## src/rtl/imem_loader_pkg.sv

```systemverilog
// Shared constants and state encoding for the instruction-memory loader
// and the CPU's IM write port.
package imem_loader_pkg;

  localparam int IM_ADDR_W      = 8;
  localparam int IM_DEPTH_WORDS = 64;

  typedef enum logic [2:0] {
    IDLE  = 3'd0,
    HDR   = 3'd1,
    BYTES = 3'd2,
    WRITE = 3'd3,
    DONE  = 3'd4,
    ERR   = 3'd5
  } state_t;

endpackage

```

## src/rtl/imem_loader_word_assembler.sv

```systemverilog
// Big-endian 8->32 shift register with a 2-bit byte counter.
// word_full flags the shift that completes a 4-byte word.
module word_assembler (
  input  logic        clk,
  input  logic        rst_n,
  input  logic        clr,
  input  logic        shift_en,
  input  logic [7:0]  in_data,
  output logic [31:0] word,
  output logic        word_full
);

  logic [1:0] byte_cnt;

  assign word_full = shift_en && (byte_cnt == 2'd3);

  always_ff @(posedge clk) begin
    if (!rst_n) begin
      word     <= '0;
      byte_cnt <= '0;
    end else if (clr) begin
      word     <= '0;
      byte_cnt <= '0;
    end else if (shift_en) begin
      word     <= {word[23:0], in_data};
      byte_cnt <= byte_cnt + 2'd1;
    end
  end

endmodule

```

## src/rtl/imem_loader.sv

```systemverilog
// Fills the instruction memory from a length-prefixed byte stream while
// holding the CPU; all outputs are registered from the next state.
module imem_loader
  import imem_loader_pkg::*;
#(
  parameter int ADDR_W      = IM_ADDR_W,
  parameter int DEPTH_WORDS = IM_DEPTH_WORDS
) (
  input  logic              clk,
  input  logic              rst_n,
  input  logic              ld_start,
  input  logic [7:0]        in_data,
  input  logic              in_valid,
  output logic              in_ready,
  output logic              im_we,
  output logic [ADDR_W-1:0] im_addr,
  output logic [31:0]       im_wdata,
  output logic              cpu_hold,
  output logic              ld_done,
  output logic              ld_err,
  output logic [7:0]        words_left
);

  localparam logic [7:0] MAX_LEN = 8'(DEPTH_WORDS);

  state_t state, state_next;

  // One extra bit so the index can reach DEPTH_WORDS after the last write.
  logic [ADDR_W-2:0] word_idx;
  logic [31:0]       word;
  logic              word_full;
  logic              xfer;
  logic              shift_en;
  logic              clr;
  logic              load_len;

  assign xfer     = in_valid && in_ready;
  assign shift_en = (state == BYTES) && xfer;
  assign clr      = (state == HDR) && xfer;

  word_assembler u_asm (
    .clk       (clk),
    .rst_n     (rst_n),
    .clr       (clr),
    .shift_en  (shift_en),
    .in_data   (in_data),
    .word      (word),
    .word_full (word_full)
  );

  always_comb begin
    state_next = state;
    load_len   = 1'b0;
    case (state)
      IDLE:  if (ld_start) state_next = HDR;
      HDR: begin
        if (xfer) begin
          if (in_data == 8'd0 || in_data > MAX_LEN) begin
            state_next = ERR;
          end else begin
            load_len   = 1'b1;
            state_next = BYTES;
          end
        end
      end
      BYTES: if (word_full) state_next = WRITE;
      WRITE: state_next = (words_left == 8'd1) ? DONE : BYTES;
      DONE:  state_next = IDLE;
      ERR:   if (ld_start) state_next = HDR;
      default: state_next = IDLE;
    endcase
  end

  always_ff @(posedge clk) begin
    if (!rst_n) begin
      state      <= IDLE;
      in_ready   <= 1'b0;
      im_we      <= 1'b0;
      im_addr    <= '0;
      im_wdata   <= '0;
      cpu_hold   <= 1'b0;
      ld_done    <= 1'b0;
      ld_err     <= 1'b0;
      words_left <= '0;
      word_idx   <= '0;
    end else begin
      state    <= state_next;
      in_ready <= (state_next == HDR) || (state_next == BYTES);
      cpu_hold <= (state_next == HDR) || (state_next == BYTES) ||
                  (state_next == WRITE) || (state_next == ERR);
      ld_err   <= (state_next == ERR);
      ld_done  <= (state_next == DONE);
      im_we    <= (state_next == WRITE);
      // WRITE is only entered on the 4th byte, so that byte is still on in_data.
      im_addr  <= (state_next == WRITE) ? {word_idx[ADDR_W-3:0], 2'b00} : '0;
      im_wdata <= (state_next == WRITE) ? {word[23:0], in_data} : '0;
      if (load_len) begin
        words_left <= in_data;
        word_idx   <= '0;
      end else if (state == WRITE) begin
        words_left <= words_left - 8'd1;
        word_idx   <= word_idx + 1'b1;
      end
    end
  end

endmodule
```

## config.mk

```make
export PLATFORM = sky130hd
export DESIGN_NAME = imem_loader
export DESIGN_NICKNAME = d
export VERILOG_FILES = /design/src/rtl/imem_loader_pkg.sv /design/src/rtl/imem_loader_word_assembler.sv /design/src/rtl/imem_loader.sv
export SDC_FILE = /design/constraint.sdc
export NUM_CORES = 1
export LEC_CHECK = 0
export BUFFER_PORTS_ARGS = -buffer_cell sky130_fd_sc_hd__buf_2
export CORE_UTILIZATION = 55
export CTS_CLUSTER_DIAMETER = 120
export DETAILED_ROUTE_END_ITERATION = 7
export PLACE_DENSITY = 0.8
export SETUP_SLACK_MARGIN = 0.1
export SYNTH_ARGS = -nofsm -noshare
export SYNTH_HDL_FRONTEND = slang
export SYNTH_SLANG_ARGS = --single-unit
```

## constraint.sdc

```tcl
create_clock -name clk -period 4.4 [get_ports clk]
set_input_delay 0.88 -clock clk [delete_from_list [all_inputs] [get_ports clk]]
set_output_delay 0.88 -clock clk [all_outputs]
set_load 0.01 [all_outputs]
```

# Word-level counts from Yosys, hierarchy flattened
# Cells that the tools add are included.
# Widths: inputs -> output; s select.
[classes]
n_addsub = 3
muxes = 11
shift = 0
multipliers = 0
order_cmp = 1
n_bitwise = 1
n_eq_ne = 11
n_reduce_logical = 15
div_mod_pow = 0
[ops]
columns = ["operator", "n"]
rows = [
  ["$mux 8", 2],
  ["$mux 3", 5],
  ["$eq 3x2->1 const B", 4],
  ["$pmux 3 s4", 1],
  ["$eq 3x3->1 const B", 3],
  ["$eq 8x1->1 const B", 1],
  ["$gt 8x7->1 const B", 1],
  ["$logic_not 8->1", 1],
  ["$sub 8x1->8 const B", 1],
  ["$add 7x1->7 const B", 1],
  ["$eq 3x1->1 const B", 2],
  ["$reduce_or 2->1", 3],
  ["$logic_and 1x1->1", 4],
  ["$logic_or 1x1->1", 4],
  ["$logic_not 3->1", 1],
  ["$mux 1", 3],
  ["$add 2x1->2 const B", 1],
  ["$eq 2x2->1 const B", 1],
  ["$reduce_and 2->1", 1],
  ["$reduce_bool 2->1", 1],
  ["$not 1->1", 1],
]
[totals]
memories = 0
out_inout_bits = 53
register_bits = 89
mem_bits_ro = 0
latchBits = 0
in_bits = 12
wordCells = 55
ram_bits = 0

# Depth between registers and ports, before layout
# Gate-level depths: netlist (run 1).
[logic_depth]
ltp_word = 9
mapped_depth = 8
mapped_depth_nobuf = 7

# Hierarchy
# From an unflattened synthesis (run 1), not the netlist that was laid out.
[hier_totals]
cells_unflattened = 333
area_unflattened_um2 = 3468.3
[modules_own_cells]
columns = ["module", "seq_area_each_um2", "n_inst", "area_per_inst_um2", "cells_each"]
rows = [
  ["imem_loader", 1201.2, 1, 2195.9, 220],
  ["word_assembler", 680.7, 1, 1272.5, 113],
]

# Worst setup path after synthesis (run 1)
# No wires, ideal clock.
[synth_timing]
path_type = "input to register"
from = "input in_data[0]"
to = "register im_addr[2]"
cell_stages = 7
path_slack_ps = 1489
path_buffers = 2
arrival_time_ps = 2852
cell_sequence = "or4_1 or4_1 clkbuf_1 a311o_1 a211oi_2 buf_2 and2_1"
[synth_via]
elab_chain_cells = 7
elab_cells_between_ends = 8
[synth_lines]
columns = ["element", "line", "source"]
rows = [
  ["start, declared", "imem_loader.sv:12", "input logic [7:0] in_data,"],
  ["$gt 8x7->1 / $logic_not 8->1 (equally long branches)", "imem_loader.sv:58", "if (in_data == 8'd0 || in_data > MAX_LEN) begin"],
  ["$logic_or 1x1->1 (*)", "imem_loader.sv:58", ""],
  ["$mux 3 (*)", "imem_loader.sv:58", ""],
  ["$mux 3 (*)", "imem_loader.sv:57", "if (xfer) begin"],
  ["$pmux 3 s4 (*)", "imem_loader.sv:54", "case (state)"],
  ["$eq 3x2->1 (*)", "imem_loader.sv:95", "im_addr <= (state_next == WRITE) ? {word_idx[ADDR_W-3:0], 2'b00} : '0;"],
  ["$reduce_and 2->1 (no source line) (*)", "n/a", ""],
  ["end signal, assigned", "imem_loader.sv:95", ""],
  ["end, declared", "imem_loader.sv:16", "output logic [ADDR_W-1:0] im_addr,"],
]
# Every way passes the cells marked *; elsewhere a longest branch is shown, timed or not.
# A chain may end at the register's enable or synchronous reset.

# Worst setup path in the final report (run 1)
[layout_timing]
from = "input in_data[0]"
to = "register im_addr[5]"
# The elaborated chain is that of the path after synthesis.

==> impl_metrics.py, run 1 <==
metrics = {
    "outcome": {
        "status": "finished clean",
    },
    "logic_synthesis": {
        "synthCells": 327,
        "ys_ff_latch": 86,
        "yosys.area.top_type": "dfxtp_1",
        "synth_cell_types": 40,
        "yosysWarnings": 0,
        "async_reset_ff_share_pct": 0,
        "synth_common_cells": "dfxtp_1, nand2_1, a21oi_1",
        "syn_area_sq_um": 3030,
        "synth_edf_count": 0,
        "synth_seq_area_share_pct": 56.8,
        "post-synth-top-count-cell": "dfxtp_1",
        "synthFlopType": "dfxtp_1",
        "netlist.area_leader.share_pct": 56.8,
        "ys_top_cells_by_area": "dfxtp_1, nand2_1, and2_1",
        "avgSynthCellArea_sq_um": 9.27,
    },
    "critical_path": {
        "cp_common_cell": "or4_1",
        "crit_path_max_fanout": 11,
        "cp-end-kind": "flip-flop",
        "crit_slowest_cell": "or4_1",
        "critPathMaxStageDelay_ns": 0.57,
        "r2r_start": "state[0]$_SDFF_PN0_",
        "crit_chain": "buf_2 > or4_1 > or4_1 > a311o_1 > a21oi_1 > and3_1",
        "cp.required_ns": 4.68,
        "cp_num_buf_inv": 1,
        "cp-start-kind": "primary input",
        "worstPathArrival_ns": 3.35,
        "critPathTopFamily": "simple AND/OR/NAND/NOR gates",
        "path_class": "in -> reg",
        "startpoint": "in_data[0]",
    },
    "power_and_ir_drop": {
        "p_sw_w": 0.000331,
        "powerDensity_nw_per_um2": 436,
        "peakVddDrop_mv": 0.261,
        "switching_share_pct": 20.8,
        "p_seq_share_pct": 49.7,
        "combPwrFrac_pct": 4.0,
        "power_leakage_nw": 1.58,
        "p_int_w": 0.00126,
        "clock_power_share_pct": 46.3,
    },
    "route": {
        "wl_met1_um": 2840,
        "drt_pass1_iterations": 4,
        "vias": 2444,
        "routed_via_density": 5.31,
        "dr_wl_met3_um": 378,
        "ant_nets": 0,
        "route.detailed.drc": 0,
        "dr_wl_met2_um": 2820,
        "wl_per_cell_um": 13.5,
        "drt_wl_total_um": 6200,
        "drt_iter0_drc": 119,
        "top_layer_used": "met4",
    },
    "timing": {
        "slew_headroom_pct": 39.5,
        "slew_violations": 0,
        "setup_viol": 0,
        "fin_hold_ws_ns": 0.454,
        "worst_pin_slew_ns": 0.905,
        "period_share_pct": 69.7,
        "setup_tns_ns": 0,
        "fin_crit_ns": 3.07,
        "max_freq_ghz": 0.326,
        "hold_viol_final": 0,
        "rsz0062_at_grt": "no",
        "finClkSkew_ns": 0.0115,
    },
    "floorplan": {
        "die_x_um": 76.2,
        "core-area_sq_um": 5200,
        "initial_core_util_pct": 58.2,
        "fp.dieArea_sq_um": 5810,
        "num_rows": 26,
        "chipHeight_um": 76.2,
        "io-pin-count": 65,
    },
    "clock_tree": {
        "post_cts.repair.setup_buffers": 0,
        "clk_path_buf_depth": 2,
        "htreeDepth": 3,
        "cts_resized": 0,
        "cts_buffers": 9,
        "clk-insertion-delay-late_ns": 0.35,
        "clock-sinks": 86,
        "ctsRootBufferMaster": "clkbuf_8",
        "cts_tree": "built",
        "cts_hold_buffers": 0,
        "clk_pin_slew_ns": 0.08,
    },
    "layout": {
        "diodes": 0,
        "drive_gt1_share_pct": 21.5,
        "final_nets": 401,
        "area_delta_synth_final_pct": 20.4,
        "postLayoutCoreUtil_pct": 70.1,
        "fillers": 429,
        "final_cells": 460,
    },
    "placed_design": {
        "dp_hpwl_um": 4080,
        "port_buffers": 62,
        "place_congestion": 0.947,
        "dpl.cell_count": 444,
    },
    "global_routing": {
        "grt_pass1_vias": 2157,
        "grt_max_degree": 31,
        "grt_pass1_wl_um": 10000,
        "antenna_found_initial": 0,
        "track_usage_pct": 22.0,
        "gr-total-overflow": 0,
    },
    "flow_run": {
        "cap_violations": 0,
    },
    "min_path": {
        "hp-start": "u_asm.word[17]$_SDFFE_PP0P_",
        "hold_class": "reg -> reg",
    },
}
-- final timing paths --
check	endpoint	slack [ns]	depth (start not counted)
setup / recovery	im_addr[5]$_SDFF_PN0_	1.33	6
hold / removal	u_asm.word[17]$_SDFFE_PP0P_	0.45	2
setup reg to reg	words_left[6]$_SDFFE_PN0P_	2.21	5
hold reg to reg	u_asm.word[17]$_SDFFE_PP0P_	0.45	2
-- power groups by stage --
stage | Combinational [W] | Sequential [W] | Clock [W]
final | 0.0000629 | 0.000791 | 0.000737
after floorplan | 0.0000394 | 0.000808 | 0
after detailed placement | 0.0000609 | 0.000809 | 0
after CTS | 0.0000617 | 0.000791 | 0.000741
after global routing | 0.0000690 | 0.000793 | 0.000777
after global placement | 0.0000603 | 0.000809 | 0
-- area by class of cell --
type                    count  area (sq um)  area share (%)
repair buffers             64           325            8.91
clock inverters             6           140            3.84
clock buffers              10           138            3.77
well taps                  70          87.6            2.40
multi-input cells         218          1210            33.3
inverters                   6          22.5           0.617
flip-flops and latches     86          1720            47.2
-- per-layer routing --
metal | track usage, % | vias to the layer above
met5 | 0 | -
met4 | 11.5 | 0
met3 | 4.67 | 16
met2 | 34.9 | 95
met1 | 28.1 | 1118
li1 | - | 1215
-- worst min-delay path, stage by stage, from the launching register on --
cell     delay (ns)
dfxtp_1        0.31
nand2_1        0.05
a21oi_1        0.05
-- metrics by stage --
stage | setup WS [ns] | area, sq um | total power (W)
after floorplan | 1.49 | 3030 | 0.000848
after global placement | 1.08 | 3370 | 0.000870
after detailed placement | 1.03 | 3370 | 0.000870
after CTS | 1.38 | 3650 | 0.00159
after global routing | 1.19 | 3650 | 0.00164
final | 1.33 | 3650 | 0.00159
-- cell families (layout without fill, tap and decap cells) --
group / Yosys count / count (layout) / share of synthesized area, %
AOI/OAI and AO/OA: 55 / 55 / 11.4
xor gates and xnor gates: 7 / 7 / 2.02
adders and majority gates: 4 / 4 / 1.65
buffers and inverters: 24 / 86 / 3.39
DFF: 86 / 86 / 56.8
other: 1 / 2 / 0.124
and+or+nand+nor: 150 / 150 / 24.6
-- sequential cells by signal (all words and copies together) (netlist names) --
signal,cells
word_idx,6
ld_err,1
cpu_hold,1
state,3
u_asm.byte_cnt,2
u_asm.word,24
words_left,8
in_ready,1
im_addr,6
ld_done,1
im_we,1
im_wdata,32
-- cells in the final DEF (no fill, tap or decap), types with 5 or more instances in the layout --
master    synthesis  layout
dfxtp_1          86      86
and3_1           10      10
clkbuf_8          0      10
buf_2             4      62
nand2_1          60      60
a31oi_1           5       5
a21oi_1          31      31
and2_1           29      29
inv_1             6       6
nand3_1           9       9
nor2_1           17      17
(Power assumes the default switching activity.)
==> run 2: changes to the inputs <==
--- a/config.mk
+++ b/config.mk
@@ -6,10 +6,10 @@
 export NUM_CORES = 1
 export LEC_CHECK = 0
 export BUFFER_PORTS_ARGS = -buffer_cell sky130_fd_sc_hd__buf_2
-export CORE_UTILIZATION = 55
+export CORE_UTILIZATION = 53
 export CTS_CLUSTER_DIAMETER = 120
 export DETAILED_ROUTE_END_ITERATION = 7
-export PLACE_DENSITY = 0.8
+export PLACE_DENSITY = 0.78
 export SETUP_SLACK_MARGIN = 0.1
 export SYNTH_ARGS = -nofsm -noshare
 export SYNTH_HDL_FRONTEND = slang
==> constraint.sdc (replaced) <==
create_clock -name clk -period 2.9 [get_ports clk]
set_input_delay 0.58 -clock clk [delete_from_list [all_inputs] [get_ports clk]]
set_output_delay 0.58 -clock clk [all_outputs]
set_load 0.01 [all_outputs]
==> impl_metrics.py, run 2 (synthesized netlist as in run 1, its figures left out) <==
metrics = {
    "outcome": {
        "status": "finished clean",
    },
    "route": {
        "vias": 2453,
        "wl_per_cell_um": 13.4,
        "route.detailed.drc": 0,
        "drt_wl_total_um": 6290,
        "routed_via_density": 5.22,
        "drt_iter0_drc": 183,
        "ant_nets": 0,
        "drt_pass1_iterations": 4,
    },
    "floorplan": {
        "chipHeight_um": 77.6,
        "initial_core_util_pct": 55.0,
        "core-area_sq_um": 5510,
        "fp.dieArea_sq_um": 6020,
        "die_x_um": 77.6,
        "io-pin-count": 65,
        "num_rows": 27,
    },
    "timing": {
        "worst_pin_slew_ns": 0.840,
        "hold_viol_final": 0,
        "layout_setup_ws_ns": 0.291,
        "finClkSkew_ns": 0.00741,
        "rsz0062_at_grt": "no",
        "max_freq_ghz": 0.383,
        "fin_crit_ns": 2.61,
        "slew_headroom_pct": 44.0,
        "period_share_pct": 90.0,
        "setup_viol": 0,
        "slew_violations": 0,
    },
    "clock_tree": {
        "clock-sinks": 86,
        "htreeDepth": 3,
        "post_cts.repair.setup_buffers": 0,
        "clk_path_buf_depth": 2,
        "cts_resized": 0,
        "clk-insertion-delay-late_ns": 0.35,
        "ctsRootBufferMaster": "clkbuf_8",
        "cts_tree": "built",
        "cts_hold_buffers": 0,
        "cts_buffers": 9,
        "clk_pin_slew_ns": 0.08,
    },
    "layout": {
        "largest_reg_flops": 32,
        "postLayoutCoreUtil_pct": 66.8,
        "final_area_sq_um": 3680,
        "area_delta_synth_final_pct": 21.4,
        "multi_input_comb_area_sq_um": 1210,
        "mostFrequentLayoutCells": "dfxtp_1, buf_2, nand2_1, a21oi_1, and2_1",
        "drive_gt1_share_pct": 23.1,
        "fillers": 459,
        "final_nets": 409,
        "diodes": 0,
        "top_register": "im_wdata",
        "register_area_sq_um": 1720,
        "largestRegisters": "im_wdata: 32 flops, u_asm.word: 24 flops, words_left: 8 flops",
        "final_common_cell": "dfxtp_1",
    },
    "critical_path": {
        "path_class": "in -> reg",
        "worstReg2RegEnd": "words_left[6]$_SDFFE_PN0P_",
        "cp-end-kind": "flip-flop",
        "r2r_slack_ns": 0.62,
        "r2r_start": "state[0]$_SDFF_PN0_",
        "cp.required_ns": 3.19,
        "cp-start-kind": "primary input",
        "reg2reg_depth": 5,
        "worstPathArrival_ns": 2.90,
        "crit_path_max_fanout": 9,
    },
    "power_and_ir_drop": {
        "power_leakage_nw": 1.60,
        "powerDensity_nw_per_um2": 627,
        "peakVddDrop_mv": 0.442,
    },
    "placed_design": {
        "placed_area_sq_um": 3430,
        "place_worst_setup_slack_ns": -0.0131,
        "place_congestion": 0.918,
        "port_buffers": 62,
        "dp_hpwl_um": 4360,
    },
    "global_routing": {
        "grt_pass1_wl_um": 10000,
        "track_usage_pct": 21.9,
        "grt_pass1_vias": 2187,
        "gr-total-overflow": 0,
        "antenna_found_initial": 0,
        "grt_max_degree": 28,
    },
    "min_path": {
        "min_to": "u_asm.word[20]$_SDFFE_PP0P_",
        "hold_path_depth": 2,
        "hold_class": "reg -> reg",
        "hp-start": "u_asm.word[20]$_SDFFE_PP0P_",
    },
    "flow_run": {
        "cap_violations": 0,
    },
}
## run 2: power by group
group          internal (W)  leakage, nW  total, W  switching (W)
logic             0.0000390        0.784  0.000107      0.0000679
clock network      0.000575        0.120   0.00100       0.000426
registers           0.00119        0.693   0.00120     0.00000998
total               0.00180         1.60   0.00231       0.000504
## run 2: cell type report
type | instances | share of cell area (%)
Clock buffer | 9 | 3.37
Clock inverter | 7 | 3.27
Inverter | 6 | 0.612
Multi-Input combinational cell | 218 | 33.0
Sequential cell | 86 | 46.8
Tap cell | 72 | 2.45
Timing Repair Buffer | 72 | 10.5
## run 2: worst max-delay path: stages
cell and delay, ns:
buf_2 0.11, or4_1 0.58, or4_1 0.55, a311o_1 0.45, a21oi_1 0.26, buf_4 0.21, and3_1 0.17
## run 2: worst max-delay path by stage
| stage | start | to | slack, ns | cells after the start |
|---|---|---|---|---|
| after global routing | in_data[0] | im_wdata[22]$_SDFF_PN0_ | 0.24 | 7 |
| after CTS | in_data[0] | im_addr[5]$_SDFF_PN0_ | 0.32 | 7 |
| after floorplan | in_data[0] | im_addr[2]$_SDFF_PN0_ | 0.29 | 7 |
| after global placement | in_data[0] | im_wdata[25]$_SDFF_PN0_ | 0.12 | 7 |
| final | in_data[0] | im_addr[5]$_SDFF_PN0_ | 0.29 | 7 |
| after detailed placement | in_data[0] | im_wdata[22]$_SDFF_PN0_ | -0.01 | 7 |
## run 2: per-layer routing
metal | track usage, % | share of wire (%) | up-vias
met4 | 14.2 | 3.9 | 0
met3 | 6.71 | 5.7 | 22
li1 | - | - | 1218
met5 | 0 | 0 | -
met1 | 27.0 | 46 | 1117
met2 | 33.3 | 45 | 96
## run 2: metrics by stage
| step | hold slack [ns] | total power, W | setup TNS (ns) | std cells |
|---|---|---|---|---|
| floorplan | 0.430 | 0.00129 | 0 | 328 |
| global placement | 0.437 | 0.00133 | 0 | 454 |
| detailed placement | 0.439 | 0.00133 | -0.0316 | 454 |
| CTS | 0.457 | 0.00232 | 0 | 470 |
| global route | 0.483 | 0.00239 | 0 | 470 |
| finish | 0.455 | 0.00231 | 0 | 470 |
